## src/rtl/watch_pkg.sv

```systemverilog
// Mode encoding shared by the time-set controller and the display blink logic.
package watch_pkg;

    typedef logic [1:0] mode_t;

    localparam logic [1:0] MODE_RUN      = 2'd0;
    localparam logic [1:0] MODE_SET_HOUR = 2'd1;
    localparam logic [1:0] MODE_SET_MIN  = 2'd2;

endpackage

```

## src/rtl/btn_repeat.sv

```systemverilog
// Press/hold-to-repeat event generator for one up/down button level.
module btn_repeat #(
    parameter int unsigned REPEAT_DELAY = 2,
    parameter int unsigned REPEAT_RATE  = 1
) (
    input  logic clk,
    input  logic reset,
    input  logic level_i,
    input  logic clr_i,
    output logic event_c
);

    localparam int unsigned CW = $clog2(REPEAT_DELAY + REPEAT_RATE + 1);
    localparam logic [CW-1:0] CNT_FIRST = CW'(REPEAT_DELAY);
    localparam logic [CW-1:0] CNT_WRAP  = CW'(REPEAT_DELAY + REPEAT_RATE - 1);

    logic          prev_q;
    logic          armed_q;
    logic          armed_d;
    logic [CW-1:0] cnt_q;
    logic [CW-1:0] cnt_d;
    logic          press_c;
    logic          repeat_c;

    // Repeats only fire for a hold that began with a real press, so a level
    // held through reset never produces an event.
    assign press_c  = level_i & ~prev_q;
    assign repeat_c = level_i & prev_q & armed_q & (cnt_q == CNT_FIRST);
    assign event_c  = press_c | repeat_c;

    // Hold counter next state: clears on release or conflict, wraps to keep the repeat cadence.
    always_comb begin
        cnt_d   = cnt_q;
        armed_d = armed_q;
        if (!level_i || clr_i) begin
            cnt_d = '0;
        end else if (cnt_q == CNT_WRAP) begin
            cnt_d = CNT_FIRST;
        end else begin
            cnt_d = cnt_q + CW'(1);
        end
        if (!level_i) begin
            armed_d = 1'b0;
        end else if (press_c) begin
            armed_d = 1'b1;
        end
    end

    // Previous-sample, arm flag and hold counter registers.
    always_ff @(posedge clk) begin
        if (reset) begin
            prev_q  <= 1'b1;
            armed_q <= 1'b0;
            cnt_q   <= '0;
        end else begin
            prev_q  <= level_i;
            armed_q <= armed_d;
            cnt_q   <= cnt_d;
        end
    end

endmodule

```

## src/rtl/watch_set_ctrl.sv

```systemverilog
// Time-set controller: RUN/SET_HOUR/SET_MIN mode FSM, event routing and idle timeout.
module watch_set_ctrl
    import watch_pkg::*;
#(
    parameter int unsigned TIMEOUT      = 30,
    parameter int unsigned REPEAT_DELAY = 2,
    parameter int unsigned REPEAT_RATE  = 1
) (
    input  logic       Clk_1sec,
    input  logic       reset,
    input  logic       btn_mode,
    input  logic       btn_up,
    input  logic       btn_down,
    output logic       clock_enable,
    output logic       hour_inc,
    output logic       hour_dec,
    output logic       min_inc,
    output logic       min_dec,
    output logic [1:0] mode
);

    localparam int unsigned IW = $clog2(TIMEOUT + 1);
    localparam logic [IW-1:0] IDLE_MAX  = IW'(TIMEOUT);
    localparam logic [IW-1:0] IDLE_LAST = IW'(TIMEOUT - 1);

    mode_t         state_q;
    mode_t         state_d;
    logic [IW-1:0] idle_q;
    logic [IW-1:0] idle_d;
    logic          mode_prev_q;
    logic          ce_q;
    logic          ce_d;
    logic          hour_inc_q, hour_dec_q, min_inc_q, min_dec_q;
    logic          hour_inc_d, hour_dec_d, min_inc_d, min_dec_d;

    logic          up_evt_c;
    logic          dn_evt_c;
    logic          mode_press_c;
    logic          any_btn_c;
    logic          in_set_c;
    logic          timeout_c;
    logic          clr_c;

    btn_repeat #(
        .REPEAT_DELAY (REPEAT_DELAY),
        .REPEAT_RATE  (REPEAT_RATE)
    ) u_up (
        .clk     (Clk_1sec),
        .reset   (reset),
        .level_i (btn_up),
        .clr_i   (clr_c),
        .event_c (up_evt_c)
    );

    btn_repeat #(
        .REPEAT_DELAY (REPEAT_DELAY),
        .REPEAT_RATE  (REPEAT_RATE)
    ) u_down (
        .clk     (Clk_1sec),
        .reset   (reset),
        .level_i (btn_down),
        .clr_i   (clr_c),
        .event_c (dn_evt_c)
    );

    // Conflicts (both levels high, or a mode press alongside an event) suppress pulses and clear hold counters.
    assign mode_press_c = btn_mode & ~mode_prev_q;
    assign any_btn_c    = btn_mode | btn_up | btn_down;
    assign in_set_c     = (state_q == MODE_SET_HOUR) || (state_q == MODE_SET_MIN);
    assign timeout_c    = in_set_c & ~any_btn_c & (idle_q >= IDLE_LAST);
    assign clr_c        = (btn_up & btn_down) | (mode_press_c & (up_evt_c | dn_evt_c));

    // Next state, idle counter and output pulse decode; timeout takes priority over a mode press.
    always_comb begin
        state_d    = state_q;
        idle_d     = idle_q;
        hour_inc_d = 1'b0;
        hour_dec_d = 1'b0;
        min_inc_d  = 1'b0;
        min_dec_d  = 1'b0;

        case (state_q)
            MODE_RUN: begin
                if (mode_press_c) state_d = MODE_SET_HOUR;
            end
            MODE_SET_HOUR: begin
                if (timeout_c)         state_d = MODE_RUN;
                else if (mode_press_c) state_d = MODE_SET_MIN;
            end
            MODE_SET_MIN: begin
                if (timeout_c || mode_press_c) state_d = MODE_RUN;
            end
            default: state_d = MODE_RUN;
        endcase

        if (any_btn_c || (state_d == MODE_RUN) || (state_d != state_q)) begin
            idle_d = '0;
        end else if (idle_q != IDLE_MAX) begin
            idle_d = idle_q + IW'(1);
        end

        if (!clr_c) begin
            hour_inc_d = (state_q == MODE_SET_HOUR) & up_evt_c;
            hour_dec_d = (state_q == MODE_SET_HOUR) & dn_evt_c;
            min_inc_d  = (state_q == MODE_SET_MIN)  & up_evt_c;
            min_dec_d  = (state_q == MODE_SET_MIN)  & dn_evt_c;
        end

        ce_d = (state_d == MODE_RUN);
    end

    // State, idle counter and registered outputs.
    always_ff @(posedge Clk_1sec) begin
        if (reset) begin
            state_q     <= MODE_RUN;
            idle_q      <= '0;
            mode_prev_q <= 1'b1;
            ce_q        <= 1'b0;
            hour_inc_q  <= 1'b0;
            hour_dec_q  <= 1'b0;
            min_inc_q   <= 1'b0;
            min_dec_q   <= 1'b0;
        end else begin
            state_q     <= state_d;
            idle_q      <= idle_d;
            mode_prev_q <= btn_mode;
            ce_q        <= ce_d;
            hour_inc_q  <= hour_inc_d;
            hour_dec_q  <= hour_dec_d;
            min_inc_q   <= min_inc_d;
            min_dec_q   <= min_dec_d;
        end
    end

    assign mode         = state_q;
    assign clock_enable = ce_q;
    assign hour_inc     = hour_inc_q;
    assign hour_dec     = hour_dec_q;
    assign min_inc      = min_inc_q;
    assign min_dec      = min_dec_q;

endmodule

```

## config.mk

```make
export PLATFORM = sky130hd
export DESIGN_NAME = watch_set_ctrl
export DESIGN_NICKNAME = d
export VERILOG_FILES = /design/src/rtl/watch_pkg.sv /design/src/rtl/btn_repeat.sv /design/src/rtl/watch_set_ctrl.sv
export SDC_FILE = /design/constraint.sdc
export NUM_CORES = 1
export LEC_CHECK = 0
export ABC_AREA = 0
export CORE_MARGIN = 2
export CORE_UTILIZATION = 50
export DETAILED_ROUTE_END_ITERATION = 10
export PLACE_DENSITY = 0.84
export SLEW_MARGIN = 20
export SYNTH_ARGS = -nofsm -noshare
export SYNTH_HDL_FRONTEND = slang
export SYNTH_SLANG_ARGS = --single-unit
```

## constraint.sdc

```tcl
create_clock -name Clk_1sec -period 5.3 [get_ports Clk_1sec]
set_input_delay 1.06 -clock Clk_1sec [delete_from_list [all_inputs] [get_ports Clk_1sec]]
set_output_delay 1.06 -clock Clk_1sec [all_outputs]
set_load 0.01 [all_outputs]
```

==> results of run 1 <==
path summary, 6_finish.rpt:
check                              startpoint             to  slack, ns  cells past startpoint
worst min-delay path            u_up.cnt_q[0]  u_up.cnt_q[0]       0.42                      1
worst max-delay path                   btn_up      idle_q[0]       2.73                      5
worst min register to register  u_up.cnt_q[0]  u_up.cnt_q[0]       0.42                      1
worst max register to register        mode[0]      idle_q[0]       3.23                      6
per-layer routing:
metal,routed length (um),share of wire,track usage,up-vias
met3,54,0.030,0.03067,2
met1,811,0.46,0.2085,369
met5,0,0,0,-
met2,892,0.50,0.2950,11
met4,21,0.012,0.06667,0
li1,-,-,-,391
layout make-up:
cell class              instances  area share
well taps                      27     0.02827
clock inverters                 1    0.004188
clock buffers                   3     0.01885
inverters                       8     0.02513
multi-input cells              74      0.4796
repair buffers                 11     0.09215
flip-flops and latches         21      0.3518
logic make-up after synthesis:
logic type / share of synthesized area
buf+inv: 0.02934
fa+ha+maj: 0.1100
flops: 0.4108
compound gates: 0.1724
xor+xnor: 0.01712
simple gates: 0.2506
mux: 0.009780
cells in the mapped netlist:
cell / n
and3_1: 2
nor3b_1: 2
ha_1: 9
and2b_1: 1
nor2b_1: 1
a21bo_2: 1
nor2_1: 8
nor4b_2: 1
a22oi_1: 1
or3_1: 1
or2_4: 1
o21ai_0: 1
o21ai_1: 1
a2111oi_4: 1
a2111oi_2: 2
nand4_1: 1
dfxtp_1: 21
and3_2: 1
inv_1: 8
a21o_2: 1
a311oi_4: 1
nand3_1: 3
a211oi_1: 1
nand3_2: 1
nand2b_1: 3
mux2i_1: 1
or2_2: 2
a31oi_1: 1
a21o_1: 1
and2_1: 2
a21oi_1: 3
o211a_1: 1
nand2_1: 8
nor4b_1: 2
xnor2_1: 2
nor3_1: 5
a21bo_1: 1
power groups by stage:
stage	Sequential (mW)	Combinational [mW]	Clock (mW)
final	0.166	0.0306	0.0778
after global routing	0.166	0.0337	0.0861
after CTS	0.166	0.0306	0.0790
after detailed placement	0.169	0.0305	0
after global placement	0.169	0.0292	0
after floorplan	0.169	0.0178	0
flip-flops by register name, summed over array words and instances, names as in the netlist, 2 cells and up:
signal,cells
idle_q,5
mode,2
u_down.cnt_q,2
u_up.cnt_q,2
metrics by stage:
step / instances / area, um2
final: 145 / 1195
after global routing: 145 / 1195
after CTS: 145 / 1195
after detailed placement: 141 / 1167
after global placement: 141 / 1167
after floorplan: 103 / 1023
==> results by group, run 1 <==
Critical path
  • Critical path launch point type: input pin
  • Critical path buffers and inverters: 1
  • Worst endpoint data arrival time: 2.76 ns
  • Critical Path Max Stage Delay: between 0.5 and 0.6 ns
  • Kind of critical path: in -> reg
  • Worst EP required: 5.49 ns
  • CP max-delay cell: clkdlybuf4s50_1
  • Crit path cell chain: clkdlybuf4s50_1, nor4b_2, nand3_1, a311oi_4, nor3_1
  • Delay-heaviest family, CP: simple AND/OR/NAND/NOR gates
  • Worst setup EP type: flop
  • Crit Path Max Fanout: 9

Power
  • Net Sw Power: 0.06850 mW
  • Combinational power share: 0.112
  • Leakage: 0.4654 nW
  • Total power: approximately 0.27 mW
  • Clk pwr share: 0.284
  • Worst VDD drop: 0.1373 mV
  • Pwr/cell area: 229.3 nW/um2
  • Internal Power: 0.2055 mW
  • Part of the power in registers: 0.604
  • Switching portion of total power: 0.2500

Place
  • Final GP Congestion: ~0.84
  • Post-place setup slack: ~2.4 ns
  • Number of port buffers: 11
  • DP HPWL: between 1 and 1.5 mm

Yosys
  • Register bit total from synthesis: 21
  • Synthesized Nets: 117
  • Avg Inst Size Synth: between 9 and 10 um2
  • Post-synth top area cell: dfxtp_1
  • Synth area leaders: dfxtp_1 (41%), ha_1 (11%), a2111oi_2 (2.9%)
  • Ys Warns: 0
  • Synth top area share: 0.4108
  • Cell Area, Synth: 1023 um2
  • Distinct cells, synth: 37
  • Sequential area share after synthesis: 0.4108
  • Mapped Cells: between 100 and 150

Drt
  • DRT Pass-1 Iters: 4
  • WL/cell: 12.27 um
  • DRC violations left: 0
  • Routed vias: 773
  • Initial DRC count: 18
  • Routed Antenna Nets: 0
  • Routed WL: 1.779 mm
  • Vias per cell: 5.331

Final layout
  • Final nets: roughly 130
  • FF+latch area: 420.4 um2
  • ANT cells: 0
  • Share of layout cells above drive strength 1: 0.1356
  • Multi-input logic area: 573.1 um2
  • Core Util, Final: 0.6153
  • Fillers: 174
  • Commonest non-fill, non-tap cells in the layout: dfxtp_1 (21), clkdlybuf4s50_1 (11), ha_1 (9)
  • Commonest non-fill, non-tap cell in the layout: dfxtp_1
  • Layout area overhead: 16.75%

Job
  • Max-Cap Viols: 0

STA
  • Fmax: roughly 390 MHz
  • Final hold viol count: 0
  • Slew HR: 0.6220
  • Unrepaired setup endpoints after global routing: no
  • Worst-Margin Slew: 0.5632 ns
  • Post-Route Setup TNS: 0 ns
  • Setup-failing EPs final: 0
  • Hold Slack: 0.4248 ns
  • Final WS setup: 2.733 ns
  • Minimum clock period: 2.567 ns
  • Slew Viols, Final: 0
  • Part of the cycle the worst path needs: 0.4843
  • Skew final: between 0.002 and 0.003 ns

Floorplan
  • Core region area: ~1900 um2
  • Starting density of the core: 0.5271
  • Row count: 16
  • Die height: 49.25 um
  • Die width: 49.25 um
  • Die area: 2425 um2
  • Num ports: 12

Clock tree
  • TritonCTS Sinks: 21
  • Post-CTS sizing: 0
  • Htree depth: 1
  • Skew-Pair Late Insertion Delay: ~0.31 ns
  • Clock Tree Buf Depth: 2
  • TritonCTS clock tree: done
  • Post-CTS setup repair buffer count: 0
  • Clock Pin Slew Worst Setup and Hold Paths: 0.11 ns
  • Clock root cell: clkbuf_4
  • Post-CTS Hold Fix Bufs: 0
  • CTS Buf Count: 3

Hold path
  • HP Class: reg -> reg

GRT
  • Initial antenna violation count: 0
  • Pin count of the biggest net entering global routing: 13
  • Total global routing overflow: 0
  • Number of global-route vias before repair: 777
  • GRT Util Overall: 0.1708
  • First-pass GRT wire length: 3.270 mm

Run status
  • Status: finished clean
(Power assumes the default switching activity.)
==> run 2: changes to the inputs <==
- clock period: 5.3 -> 2.6 ns (I/O delays scaled with it)
==> results by group, run 2 (synthesized netlist as in run 1, its figures left out) <==
Place
  • Number of port buffers: 11 (unchanged)
  • DP HPWL: 1.500 mm (+8.7%)
  • Post-place setup slack: 0.3348 ns (-2.071 ns)
  • Final GP Congestion: 0.8533 (+2.1%)

Floorplan
  • Die area: 2425 um2 (unchanged)
  • Row count: 16 (unchanged)
  • Die height: 49.25 um (unchanged)
  • Core region area: 1942 um2 (unchanged)
  • Starting density of the core: 0.5271 (unchanged)
  • Die width: 49.25 um (unchanged)
  • Num ports: 12 (unchanged)

STA
  • Hold Slack: 0.4292 ns (+0.004442 ns)
  • Setup-failing EPs final: 0 (unchanged)
  • Slew HR: 0.6394 (+0.01739)
  • Skew final: 0.003628 ns (+0.0007367 ns)
  • Minimum clock period: between 2 and 2.5 ns
  • Worst-Margin Slew: 0.5373 ns (-0.02592 ns)
  • Part of the cycle the worst path needs: 0.8126
  • Final WS setup: 0.4871 ns (-2.246 ns)
  • Post-Route Setup TNS: 0 ns (unchanged)
  • Slew Viols, Final: 0 (unchanged)
  • Fmax: 473.3 MHz
  • Unrepaired setup endpoints after global routing: no
  • Final hold viol count: 0 (unchanged)

Clock tree
  • Post-CTS setup repair buffer count: 0 (unchanged)
  • Htree depth: 1 (unchanged)
  • Clock Tree Buf Depth: 2 (unchanged)
  • TritonCTS clock tree: done
  • Skew-Pair Late Insertion Delay: 0.31 ns (about the same)
  • Post-CTS sizing: 0 (unchanged)
  • Clock Pin Slew Worst Setup and Hold Paths: 0.11 ns (about the same)
  • Post-CTS Hold Fix Bufs: 0 (unchanged)
  • CTS Buf Count: 3 (unchanged)
  • Clock root cell: clkbuf_4
  • TritonCTS Sinks: 21 (unchanged)

Drt
  • Routed WL: 1.940 mm (+9.1%)
  • DRT Pass-1 Iters: 4 (unchanged)
  • DRC violations left: 0 (unchanged)
  • Routed vias: 788 (+1.9%)
  • Routed Antenna Nets: 0 (unchanged)
  • WL/cell: 13.20 um (+7.6%)
  • Initial DRC count: 4 (-14)
  • Vias per cell: 5.361 (+0.55%)

Critical path
  • Crit Path Max Fanout: 7 (-2)
  • Worst endpoint data arrival time: 2.31 ns (-0.45 ns)
  • Worst EP required: 2.79 ns (-2.70 ns)
  • Worst setup EP type: flop
  • Kind of critical path: reg -> reg
  • Critical path launch point type: flop

Hold path
  • HP Class: reg -> reg

Power
  • Pwr/cell area: 462.0 nW/um2 (+100%)
  • Worst VDD drop: 0.4054 mV (+200%)
  • Leakage: 0.4750 nW (+2.1%)

GRT
  • Pin count of the biggest net entering global routing: 13 (unchanged)
  • First-pass GRT wire length: 3.401 mm (+4.0%)
  • GRT Util Overall: 0.1828 (+0.01198)
  • Initial antenna violation count: 0 (unchanged)
  • Number of global-route vias before repair: 765 (-1.5%)
  • Total global routing overflow: 0 (unchanged)

Run status
  • Status: finished clean

Final layout
  • Fillers: 169 (-2.9%)
  • Final nets: 135 (+1.5%)
  • ANT cells: 0 (unchanged)
  • Max reg flops: 5 (unchanged)
  • Commonest non-fill, non-tap cells in the layout: dfxtp_1 (21), clkdlybuf4s50_1 (11), ha_1 (9)
  • Commonest non-fill, non-tap cell in the layout: dfxtp_1
  • Share of layout cells above drive strength 1: 0.1500 (+0.01441)
  • Biggest register: idle_q
  • Layout area overhead: 18.22%
  • Core Util, Final: 0.6231 (+0.007732)

Job
  • Max-Cap Viols: 0 (unchanged)
-- run 2: per-layer routing --
layer	global-route usage	vias to the layer above	part of all wire	routed length, um
li1	-	396	-	-
met3	0.01840	5	0.029	56
met5	0	-	0	0
met2	0.3378	16	0.51	984
met4	0.08095	0	0.019	36
met1	0.2092	371	0.44	862
-- run 2: area by class of cell --
type / count / area (um2) / area share
clock buffers: 3 / 22.52 / 0.01861
clock inverters: 1 / 5.005 / 0.004137
inverters: 8 / 30.03 / 0.02482
multi-input cells: 74 / 573.1 / 0.4736
flip-flops and latches: 21 / 420.4 / 0.3475
well taps: 27 / 33.78 / 0.02792
repair buffers: 13 / 125.1 / 0.1034
-- run 2: final timing paths --
kind	startpoint	slack (ns)	end	cells after the start
hold / removal	u_up.cnt_q[0]	0.43	u_up.cnt_q[0]	1
setup / recovery	mode[0]	0.49	idle_q[2]	6
setup reg to reg	mode[0]	0.49	idle_q[2]	6
hold reg to reg	u_up.cnt_q[0]	0.43	u_up.cnt_q[0]	1
-- run 2: critical path, cell delays in order (launching register included) --
cell	delay, ns
dfxtp_1	0.59
inv_1	0.15
ha_1	0.31
nor4b_2	0.26
nand3_1	0.23
a311oi_4	0.38
a211oi_1	0.08
-- run 2: stage by stage --
step                      area [um2]  cells  power, mW
after floorplan                 1023    103     0.3809
after global placement          1182    143     0.4064
after detailed placement        1182    143     0.4105
after CTS                       1210    147     0.5613
after global routing            1210    147     0.5822
final                           1210    147     0.5590
-- run 2: report_power, final --
part | internal [mW] | switching [mW]
clock | 0.0575 | 0.0977
sequential | 0.331 | 0.00720
combinational | 0.0326 | 0.0331
==> run 3: changes to the inputs <==
- CORE_UTILIZATION: 50 -> 48
- clock period: 2.6 -> 1.8 ns (I/O delays scaled with it)
==> results by group, run 3 (synthesized netlist as in run 1, its figures left out) <==
Run status
  • Status: finished clean

STA
  • Slew HR: 0.6710 (+0.03159)
  • Skew final: 0.006086 ns (+0.002458 ns)
  • Setup-failing EPs final: 0 (unchanged)
  • Hold Slack: 0.4318 ns (+0.002566 ns)
  • Minimum clock period: 1.780 ns (-0.3327 ns)
  • Final hold viol count: 0 (unchanged)
  • Fmax: 561.8 MHz (+19%)
  • Unrepaired setup endpoints after global routing: yes
  • Part of the cycle the worst path needs: 0.9890 (+0.1763)
  • Slew Viols, Final: 0 (unchanged)
  • Post-Route Setup TNS: 0 ns (unchanged)
  • Worst-Margin Slew: 0.4935 ns (-0.04379 ns)

Clock tree
  • Post-CTS setup repair buffer count: 0 (unchanged)
  • TritonCTS clock tree: done
  • TritonCTS Sinks: 21 (unchanged)
  • Post-CTS Hold Fix Bufs: 0 (unchanged)
  • CTS Buf Count: 3 (unchanged)
  • Clock Pin Slew Worst Setup and Hold Paths: 0.12 ns (about the same)
  • Skew-Pair Late Insertion Delay: 0.30 ns (about the same)
  • Clock root cell: clkbuf_4
  • Htree depth: 1 (unchanged)
  • Clock Tree Buf Depth: 2 (unchanged)

GRT
  • GRT Util Overall: 0.1743 (-0.008490)
  • Total global routing overflow: 0 (unchanged)
  • Pin count of the biggest net entering global routing: 13 (unchanged)
  • Initial antenna violation count: 0 (unchanged)
  • Number of global-route vias before repair: 767 (+0.26%)
  • First-pass GRT wire length: 3.422 mm (+0.62%)

Critical path
  • Crit Path Max Fanout: 5 (-2)
  • Kind of critical path: reg -> reg
  • Worst endpoint data arrival time: 1.96 ns (-0.35 ns)
  • Worst setup EP type: flop
  • Worst EP required: 1.98 ns (-0.81 ns)
  • Critical path launch point type: flop

Power
  • Worst VDD drop: 0.5317 mV (+31%)
  • Internal Power: 0.6188 mW (+47%)
  • Combinational power share: 0.140 (+0.023)
  • Net Sw Power: 0.2070 mW (+50%)
  • Total power: 0.8258 mW (+48%)
  • Switching portion of total power: 0.2506 (+0.003788)
  • Leakage: 0.5220 nW (+9.9%)
  • Clk pwr share: 0.273 (-0.005)
  • Pwr/cell area: 619.7 nW/um2 (+34%)
  • Part of the power in registers: 0.586 (-0.019)

Place
  • Number of port buffers: 11 (unchanged)
  • DP HPWL: 1.577 mm (+5.1%)
  • Area after DPL: 1236 um2 (+4.6%)
  • Final GP Congestion: 0.9072 (+6.3%)

Drt
  • DR top layer: met3
  • WL/cell: 13.51 um (+2.4%)
  • Initial DRC count: 10 (+6)
  • DRC violations left: 0 (unchanged)
  • DRT Pass-1 Iters: 4 (unchanged)
  • Routed Antenna Nets: 0 (unchanged)
  • Routed vias: 804 (+2.0%)
  • Met3 wire len: 50 um (-11%)
  • Vias per cell: 5.221 (-2.6%)
  • Met1 WL: 900 um (+4.4%)
  • WL met2: 1.130 mm (+15%)
  • Routed WL: 2.081 mm (+7.3%)

Final layout
  • Max reg flops: 5 (unchanged)
  • Layout area overhead: 30.20%
  • Commonest non-fill, non-tap cells in the layout: dfxtp_1 (18), clkdlybuf4s50_1 (10), buf_4 (9)
  • Core Util, Final: 0.6723 (+0.04928)
  • Final instance area: 1333 um2 (+10%)
  • Final nets: 142 (+5.2%)
  • ANT cells: 0 (unchanged)
  • Biggest register: idle_q
  • Fillers: 166 (-1.8%)
  • Commonest non-fill, non-tap cell in the layout: dfxtp_1
  • Share of layout cells above drive strength 1: 0.2835 (+0.1335)

Floorplan
  • Starting density of the core: 0.5164 (-0.01065)
  • Die area: 2518 um2 (+3.8%)
  • Core region area: 1982 um2 (+2.1%)
  • Die width: 50.18 um (+1.9%)
  • Row count: 16 (unchanged)
  • Die height: 50.18 um (+1.9%)
  • Num ports: 12 (unchanged)

Job
  • Max-Cap Viols: 0 (unchanged)

Hold path
  • HP Class: reg -> reg
-- run 3: worst paths after layout --
path	startpoint	endpoint	slack (ns)	cells after the start
hold / removal	u_up.cnt_q[0]	u_up.cnt_q[0]	0.43	1
setup / recovery	mode[0]	idle_q[1]	0.02	6
setup reg to reg	mode[0]	idle_q[1]	0.02	6
hold reg to reg	u_up.cnt_q[0]	u_up.cnt_q[0]	0.43	1
-- run 3: worst max-delay path: stages (launching register included) --
cell       delay, ns
dfxtp_2         0.36
inv_2           0.05
ha_4            0.26
nor4b_4         0.23
nand3_2         0.16
a311oi_4        0.54
a2111oi_4       0.06
-- run 3: what timing repair did --
action / CTS / global route
hold endpoints to repair: 0 / 0
setup endpoints to repair: 0 / 5
gates resized for setup: 0 / 14
-- run 3: per-stage QoR --
stage	cells	worst slack (ns)
5_1_grt	154	-0.02768
2_1_floorplan	103	0.08630
3_3_place_gp	150	-0.1850
3_5_place_dp	150	-0.2668
4_1_cts	154	0.05597
6_report	154	0.01986
-- run 3: cell type report --
class | instances | area [um2] | share of cell area
multi-input combinational | 74 | 636.9 | 0.4779
sequential | 21 | 424.2 | 0.3183
timing repair buffer | 20 | 180.2 | 0.1352
tap | 27 | 33.78 | 0.02535
inverter | 8 | 30.03 | 0.02254
clock buffer | 3 | 22.52 | 0.01690
clock inverter | 1 | 5.005 | 0.003756
-- run 3: power groups by stage --
| stage | logic, mW | clock network (mW) | registers [mW] |
|---|---|---|---|
| 2_1_floorplan | 0.0523 | 0 | 0.498 |
| 3_3_place_gp | 0.104 | 0 | 0.494 |
| 3_5_place_dp | 0.107 | 0 | 0.495 |
| 4_1_cts | 0.108 | 0.231 | 0.484 |
| 5_1_grt | 0.126 | 0.248 | 0.485 |
| 6_report | 0.116 | 0.226 | 0.484 |
-- run 3: routing by layer --
layer	vias to the layer above	track usage
li1	410	-
met1	385	0.2197
met2	9	0.3158
met3	0	0.01786
met4	0	0.04167
met5	-	0
